<file path="src/rtl/store_buffer.sv">
// store_buffer: small FIFO of pending stores sitting in front of DataMemory.
// Stores are queued and drained one per cycle whenever the memory port is not
// claimed by a load. Loads read memory combinationally and pick up the
// youngest matching buffered store (store-to-load forwarding).
// Optional feature macro: STB_COALESCE_EN -- a store that hits an already
// buffered address overwrites that entry in place instead of allocating.
module store_buffer #(
  parameter int DEPTH  = 4,
  parameter int ADDR_W = 8,
  parameter int DATA_W = 16
) (
  input  logic                    clk,
  input  logic                    rst,
  input  logic [ADDR_W-1:0]       cpu_addr,
  input  logic [DATA_W-1:0]       cpu_wdata,
  input  logic                    cpu_store,
  input  logic                    cpu_load,
  input  logic                    cpu_fence,
  output logic [DATA_W-1:0]       cpu_rdata,
  output logic                    cpu_stall,
  output logic [ADDR_W-1:0]       mem_addr,
  output logic [DATA_W-1:0]       mem_wdata,
  output logic                    mem_we,
  input  logic [DATA_W-1:0]       mem_rdata,
  output logic [$clog2(DEPTH):0]  sb_count
);

  localparam int PTR_W = $clog2(DEPTH);
  localparam int CNT_W = PTR_W + 1;

  // Entry storage. Only the valid bits are reset; payload is don't-care
  // while its valid bit is clear.
  logic [ADDR_W-1:0] addr_reg  [DEPTH];
  logic [DATA_W-1:0] data_reg  [DEPTH];
  logic              valid_reg [DEPTH];

  logic [PTR_W-1:0]  head_reg;
  logic [PTR_W-1:0]  tail_reg;
  logic [CNT_W-1:0]  count_reg;

  logic              full;
  logic              nonempty;
  logic              drain;
  logic              coalesce_hit;
  logic              store_accept;
  logic              do_alloc;

  logic [DEPTH-1:0]  match_vec;
  logic              fwd_hit;
  logic [DATA_W-1:0] fwd_data;
  logic [PTR_W-1:0]  fwd_idx;

  assign full     = (count_reg == CNT_W'(DEPTH));
  assign nonempty = (count_reg != '0);

  // The single memory port goes to a load when one is requested; otherwise
  // the head entry is written out. Pop happens at the following posedge.
  assign drain = !cpu_load && nonempty;

  // Per-entry address comparators, shared by forwarding and coalescing.
  genvar gi;
  generate
    for (gi = 0; gi < DEPTH; gi++) begin : g_match
      assign match_vec[gi] = valid_reg[gi] && (addr_reg[gi] == cpu_addr);
    end
  endgenerate

  // Forwarding: walk from oldest (head) to youngest so the last hit wins.
  // An entry draining this cycle is still valid here, which is intended.
  always_comb begin
    fwd_hit  = 1'b0;
    fwd_data = '0;
    fwd_idx  = head_reg;
    for (int k = 0; k < DEPTH; k++) begin
      fwd_idx = head_reg + PTR_W'(k);
      if (match_vec[fwd_idx]) begin
        fwd_hit  = 1'b1;
        fwd_data = data_reg[fwd_idx];
      end
    end
  end

`ifdef STB_COALESCE_EN
  logic [PTR_W-1:0] coal_idx;
  logic             coal_match;
  logic             do_update;

  // Locate the (at most one) entry holding cpu_addr. A hit on the head that
  // is leaving this cycle is not usable, so such a store allocates instead.
  always_comb begin
    coal_match = 1'b0;
    coal_idx   = '0;
    for (int k = 0; k < DEPTH; k++) begin
      if (match_vec[k]) begin
        coal_match = 1'b1;
        coal_idx   = PTR_W'(k);
      end
    end
  end

  assign coalesce_hit = coal_match && !(drain && (coal_idx == head_reg));
  assign do_update    = store_accept && coalesce_hit;
`else
  assign coalesce_hit = 1'b0;
`endif

  // A store only gets in while there is room now; an entry freed by this
  // cycle's drain becomes usable next cycle. A stalled store is retried by
  // the core, so it must not be enqueued.
  assign cpu_stall    = (cpu_store && full && !coalesce_hit) ||
                        (cpu_fence && nonempty);
  assign store_accept = cpu_store && !cpu_stall;
  assign do_alloc     = store_accept && !coalesce_hit;

  // Memory port arbitration and load result.
  always_comb begin
    mem_we    = 1'b0;
    mem_addr  = cpu_addr;
    mem_wdata = data_reg[head_reg];
    if (drain) begin
      mem_we   = 1'b1;
      mem_addr = addr_reg[head_reg];
    end
  end

  assign cpu_rdata = fwd_hit ? fwd_data : mem_rdata;
  assign sb_count  = count_reg;

  // Entry array: pop clears the head valid bit, allocation fills the tail.
  always_ff @(posedge clk) begin
    if (rst) begin
      for (int k = 0; k < DEPTH; k++) begin
        valid_reg[k] <= 1'b0;
      end
    end else begin
      for (int k = 0; k < DEPTH; k++) begin
        if (drain && (head_reg == PTR_W'(k))) begin
          valid_reg[k] <= 1'b0;
        end
        if (do_alloc && (tail_reg == PTR_W'(k))) begin
          valid_reg[k] <= 1'b1;
          addr_reg[k]  <= cpu_addr;
          data_reg[k]  <= cpu_wdata;
        end
`ifdef STB_COALESCE_EN
        if (do_update && (coal_idx == PTR_W'(k))) begin
          data_reg[k] <= cpu_wdata;
        end
`endif
      end
    end
  end

  // Head/tail pointers wrap naturally (DEPTH is a power of two); occupancy
  // is unchanged when an allocation and a drain coincide.
  always_ff @(posedge clk) begin
    if (rst) begin
      head_reg  <= '0;
      tail_reg  <= '0;
      count_reg <= '0;
    end else begin
      head_reg  <= head_reg + PTR_W'(drain);
      tail_reg  <= tail_reg + PTR_W'(do_alloc);
      count_reg <= count_reg + CNT_W'(do_alloc) - CNT_W'(drain);
    end
  end

endmodule

</file>
<file path="config.mk">
export PLATFORM = sky130hd
export DESIGN_NAME = store_buffer
export DESIGN_NICKNAME = d
export VERILOG_FILES = /design/src/rtl/store_buffer.sv
export SDC_FILE = /design/constraint.sdc
export NUM_CORES = 1
export LEC_CHECK = 0
export CORE_MARGIN = 3
export CORE_UTILIZATION = 61
export DETAILED_ROUTE_END_ITERATION = 8
export PLACE_DENSITY = 0.88
export SYNTH_ARGS = -nofsm -noshare
export SYNTH_HDL_FRONTEND = slang
export SYNTH_SLANG_ARGS = --single-unit
</file>
<file path="constraint.sdc">
create_clock -name clk -period 9.4 [get_ports clk]
set_input_delay 2.82 -clock clk [delete_from_list [all_inputs] [get_ports clk]]
set_output_delay 2.82 -clock clk [all_outputs]
set_load 0.02 [all_outputs]
</file>
# ---- Word-level counts from Yosys, hierarchy flattened
# Memory sizes are Yosys's and may differ from the RTL's. A register that Yosys moved wholly into a read port is not among the register bits.
# Cells that the tools add are included.
dict set report totals {
  ramBits 100
  n_memories 3
  out_inout_bits 45
  register_bits 7
}
dict set report classes {
  n_eq_ne 11
  n_bitwise 8
  n_lt_le_gt_ge 4
  mux 73
  n_reduce_logical 28
  add_sub_neg 7
}
# name depth word_bits rd rd_clocked_by_memory_dff wr line_no
set memory_table {}
lappend memory_table {data_reg 4 16 4 1 1 34} ;# logic [DATA_W-1:0] data_reg [DEPTH];
lappend memory_table {addr_reg 4 8 5 1 1 33} ;# logic [ADDR_W-1:0] addr_reg [DEPTH];
lappend memory_table {valid_reg 4 1 4 0 4 35} ;# logic valid_reg [DEPTH];
# operator n
set ops {}
lappend ops {{$mux W16} 8}
lappend ops {{$mux W1} 49}
lappend ops {{$reduce_or A16 Y1} 3}
lappend ops {{$eq A8 B8 Y1} 4}
lappend ops {{$mux W8} 4}
lappend ops {{$reduce_or A8 Y1} 3}
lappend ops {{$logic_and A1 B1 Y1} 16}
lappend ops {{$mux W2} 8}
lappend ops {{$lt A2 B3 Y1 const B} 4}
lappend ops {{$bmux W1 S2} 4}
lappend ops {{$eq A2 B2 Y1 const B} 4}
lappend ops {{$or A1 B1 Y1} 8}
lappend ops {{$add A2 B1 Y2} 2}
lappend ops {{$add A2 B2 Y2 const B} 2}
lappend ops {{$eq A2 B1 Y1 const B} 2}
lappend ops {{$logic_not A2 Y1} 2}
lappend ops {{$add A3 B1 Y3} 1}
lappend ops {{$eq A3 B3 Y1 const B} 1}
lappend ops {{$reduce_bool A3 Y1} 1}
lappend ops {{$sub A3 B1 Y3} 1}
lappend ops {{$add A2 B1 Y2 const B} 1}
lappend ops {{$logic_not A1 Y1} 2}
lappend ops {{$logic_or A1 B1 Y1} 1}

# ---- Depth between registers and ports, before layout
dict set report depth {
  depth_word 13
  depth_mapped 12
}

# ---- Worst setup path after synthesis
# OpenSTA, ideal clock, no wires.
dict set report synth_path {
  kind {input-to-output}
  startpoint {input cpu_addr[2]}
  endpoint {output cpu_rdata[10]}
  arrival_time_ps 4813
  stages 9
  slack_ps 1767
  required_time_ps 6580
  cell_sequence {clkbuf_1 > xnor2_1 > nand3_1 > or3_4 > mux2_4 > o32a_4 > buf_6 > o211a_1 > a21oi_2}
}
dict set report synth_between {
  elab_chain_cells 9
  word_cells_on_any_way 25
  classes_between {eq/ne: 4; mux: 17; reduce/logical: 4}
}
# item line_no
set synth_rtl {}
lappend synth_rtl {{start, declared} 14} ;# input logic [ADDR_W-1:0] cpu_addr,
lappend synth_rtl {{$eq A8 B8 Y1} 64} ;# assign match_vec[gi] = valid_reg[gi] && (addr_reg[gi] == cpu_addr);
lappend synth_rtl {{$logic_and A1 B1 Y1} 64}
lappend synth_rtl {{$bmux W1 S2} 76} ;# if (match_vec[fwd_idx]) begin
lappend synth_rtl {{$mux W1 (not written as such)} 76}
lappend synth_rtl {{$mux W16 / $mux W1 (equally long branches) (4 in series)} 76}
lappend synth_rtl {{$mux W16 *} 126} ;# assign cpu_rdata = fwd_hit ? fwd_data : mem_rdata;
lappend synth_rtl {{end, declared} 19} ;# output logic [DATA_W-1:0] cpu_rdata,
# Mark *: on every way between the ends. The rest lies on a longest branch, timed or not. The select of a mux whose other input is x is not followed.

# ---- Final worst setup path
dict set report layout_path {
  startpoint {input cpu_addr[4]}
  endpoint {output cpu_rdata[13]}
}
# Same word-level chain as after synthesis.

==> summary.txt <==
Floorplan
  – I/O Pins: 90
  – Chip height: 112 um
  – Core region area: 0.0109 mm2
  – # rows: 38
  – Die Area: between 0.01 and 0.015 mm2
  – Die width: 112 um
  – Initial core utilization: 0.631

Power
  – Final Total Pwr: 0.00178 W
  – PwrDens: ~220 mW/mm2
  – Clock Power Share: 0.220
  – Leakage: 2.79 nW
  – Combinational share of power: 0.442
  – Seq pwr share: 0.338
  – Peak supply drop: 150 uV
  – Sw frac: 0.335
  – Internal cell power: about 0.0012 W
  – Switching Power: 0.000598 W

Final layout
  – Area grow syn2layout: 17.6%
  – Filler cells: 734
  – Layout Cells excl Fill: roughly 700
  – Layout net count: 626
  – Commonest non-fill, non-tap cell in the layout: edfxtp_1
  – Fin area: about 0.0081 mm2
  – Number of flip-flops in the largest register: between 60 and 70
  – Layout cells sized above 1: 0.217
  – Commonest non-fill, non-tap cells in the layout: edfxtp_1 (100), clkdlybuf4s50_1 (89), mux2_2 (41)
  – N_diodes: 0
  – Post-layout utilization of the core: 0.743

Global routing
  – First-pass GRT wire length: roughly 26 mm
  – Largest net degree at the start of global routing: 74
  – GRT Total Usage: 0.265
  – Grt total ovfl: 0
  – Antenna violations before repair: 0
  – Vias in the first global route: 5071

Logic synthesis
  – Synth top area share: 0.435
  – Ys async rst share: 0
  – Synth top area cells: edfxtp_1 (43%), mux4_2 (8.5%), mux2_2 (6.7%), mux2i_1 (4.6%), mux4_1 (4.6%)
  – Post-Syn Area: 0.00691 mm2
  – Synth Area per Inst: 13.9 um2
  – Synthesized Nets: 552
  – Synth Warn #: 0
  – Yosys top cell by area: edfxtp_1
  – Post-synthesis sequential area ratio: 0.455
  – Ys flop type: edfxtp_1
  – Synth cell types: 52
  – Register bit total from synthesis: roughly 110
  – Synthesized netlist cell count: between 400 and 500
  – EDFF count, synth: 100

Critical path
  – CP required: 6580 ps
  – Worst Setup End Kind: output port
  – Crit path max fanout: 48
  – Startpoint types: input port
  – WS Path Type: input port to output port
  – WP data arrival: 6130 ps

STA
  – FMAX: 112 MHz
  – Final Hold Fails: 0
  – Unrepaired setup endpoints after global routing: no
  – Pins Over Slew Limit: 0
  – Post-route clock period utilization: 0.952
  – Clk_skew: 7.88 ps
  – Max-slew headroom: 0.192
  – Fin Setup TNS: 0 ps
  – Final setup fails: 0
  – Final min period: 8950 ps
  – Worst Max-Slew Pin Slew: 1210 ps

Detailed routing
  – Total number of vias: 4938
  – WL/cell: 23.3 um
  – DRC viols: 0
  – Detail Route Antenna Nets: 0
  – Final wirelength: 16.7 mm
  – Drt first-iter violations: 634
  – Drt pass-1 iters: 8
  – Vias per cell: between 6 and 7

Placement
  – Dpl hpwl: 10.7 mm
  – IO buf count: slightly below 90
  – GP Congestion: about 0.84
  – Placed cell count: approximately 700
  – Placed Area: 0.00781 mm2

Hold path
  – Hold Crit Class: flip-flop to flip-flop

Clock network
  – CTS clk-pin slew, worst paths: 70 ps
  – CTS tree: built
  – Post-cts resize count: 0
  – Root Driver: clkbuf_16
  – Worst-Skew Late Latency: 340 ps
  – Clk buf depth: 2
  – Cts hold-fix bufs: 0
  – Post-CTS setup buffers: 0
  – CTS HTree Levels: 3
  – Total CTS buffers: 9
  – CTS Sinks: 107

Flow run
  – Max-cap violations: 0

Status
  – Outcome: finished clean
path summary, 6_finish.rpt:
path | start | end | slack (ps) | depth (start not counted)
max | cpu_addr[4] | cpu_rdata[13] | 450 | 9
min | tail_reg[1] | tail_reg[1] | 620 | 2
max reg2reg | sb_count[1] | valid_reg[2] | 6740 | 7
min reg2reg | tail_reg[1] | tail_reg[1] | 620 | 2
routing by layer:
metal | vias to the layer above | GRT usage | wire [um] | part of all wire
li1 | 2164 | - | - | -
met1 | 2446 | 0.351 | 6460 | 0.39
met2 | 298 | 0.446 | 8440 | 0.51
met3 | 30 | 0.0399 | 1530 | 0.092
met4 | 0 | 0.0994 | 268 | 0.016
met5 | - | 0 | 0 | 0
critical path, stage by stage:
cell	delay, ps
clkdlybuf4s50_1	610
xor2_1	270
nor3_1	490
nand3_1	200
and4_4	400
a222oi_1	520
o211a_1	240
a21oi_2	30
clkdlybuf4s50_1	540
logic make-up (layout without fill, tap and decap cells):
kind of cell / count (synthesis) / after routing / synth area share
DFF: 107 / 107 / 0.455
buffers and inverters: 63 / 142 / 0.0540
AOI/OAI and AO/OA: 94 / 94 / 0.114
adders and majority gates: 9 / 9 / 0.0174
muxes: 114 / 114 / 0.253
and+or+nand+nor: 75 / 75 / 0.0607
xor gates and xnor gates: 36 / 36 / 0.0457
through the flow:
| stage | setup WS (ps) | hold slack (ps) |
|---|---|---|
| 6_report | 454 | 622 |
| 5_1_grt | 353 | 671 |
| 4_1_cts | 488 | 623 |
| 3_5_place_dp | 484 | 607 |
| 3_3_place_gp | 642 | 595 |
| 2_1_floorplan | 1770 | 542 |
cell usage after synthesis, types with 2 or more instances:
master	n
a222oi_1	16
clkbuf_8	6
xor2_1	22
o21ai_1	2
inv_1	22
xnor2_1	14
a21oi_1	7
o21ai_0	16
nor4_2	2
nand4_1	9
buf_2	9
o211a_1	16
mux2i_1	32
ha_1	8
mux4_2	26
mux2_2	41
nor4_1	2
or4_1	2
nor4b_1	2
nor3_1	3
clkbuf_1	15
mux4_1	12
a211o_1	4
nand3_1	7
nor2_1	12
buf_6	8
edfxtp_1	100
dfxtp_1	7
nor2b_1	3
nand2_1	24
mux4_4	2
a21oi_2	12
a221oi_1	16
area by class of cell:
type,count,area (um2),area share
Timing Repair Buffer,104,1000,0.124
Sequential cell,107,3150,0.388
Inverter,22,82.6,0.0102
Multi-Input combinational cell,328,3400,0.419
Clock inverter,6,80.1,0.00986
Tap cell,140,175,0.0216
Clock buffer,10,229,0.0282
power groups by stage:
stage | Clock, W | Combinational, W | Sequential [W]
finish | 0.000392 | 0.000788 | 0.000603
global placement | 0 | 0.000757 | 0.000609
floorplan | 0 | 0.000556 | 0.000604
detailed placement | 0 | 0.000778 | 0.000613
global route | 0.000419 | 0.000839 | 0.000608
CTS | 0.000397 | 0.000785 | 0.000602
No activity file was read; power rests on OpenSTA's default activity.
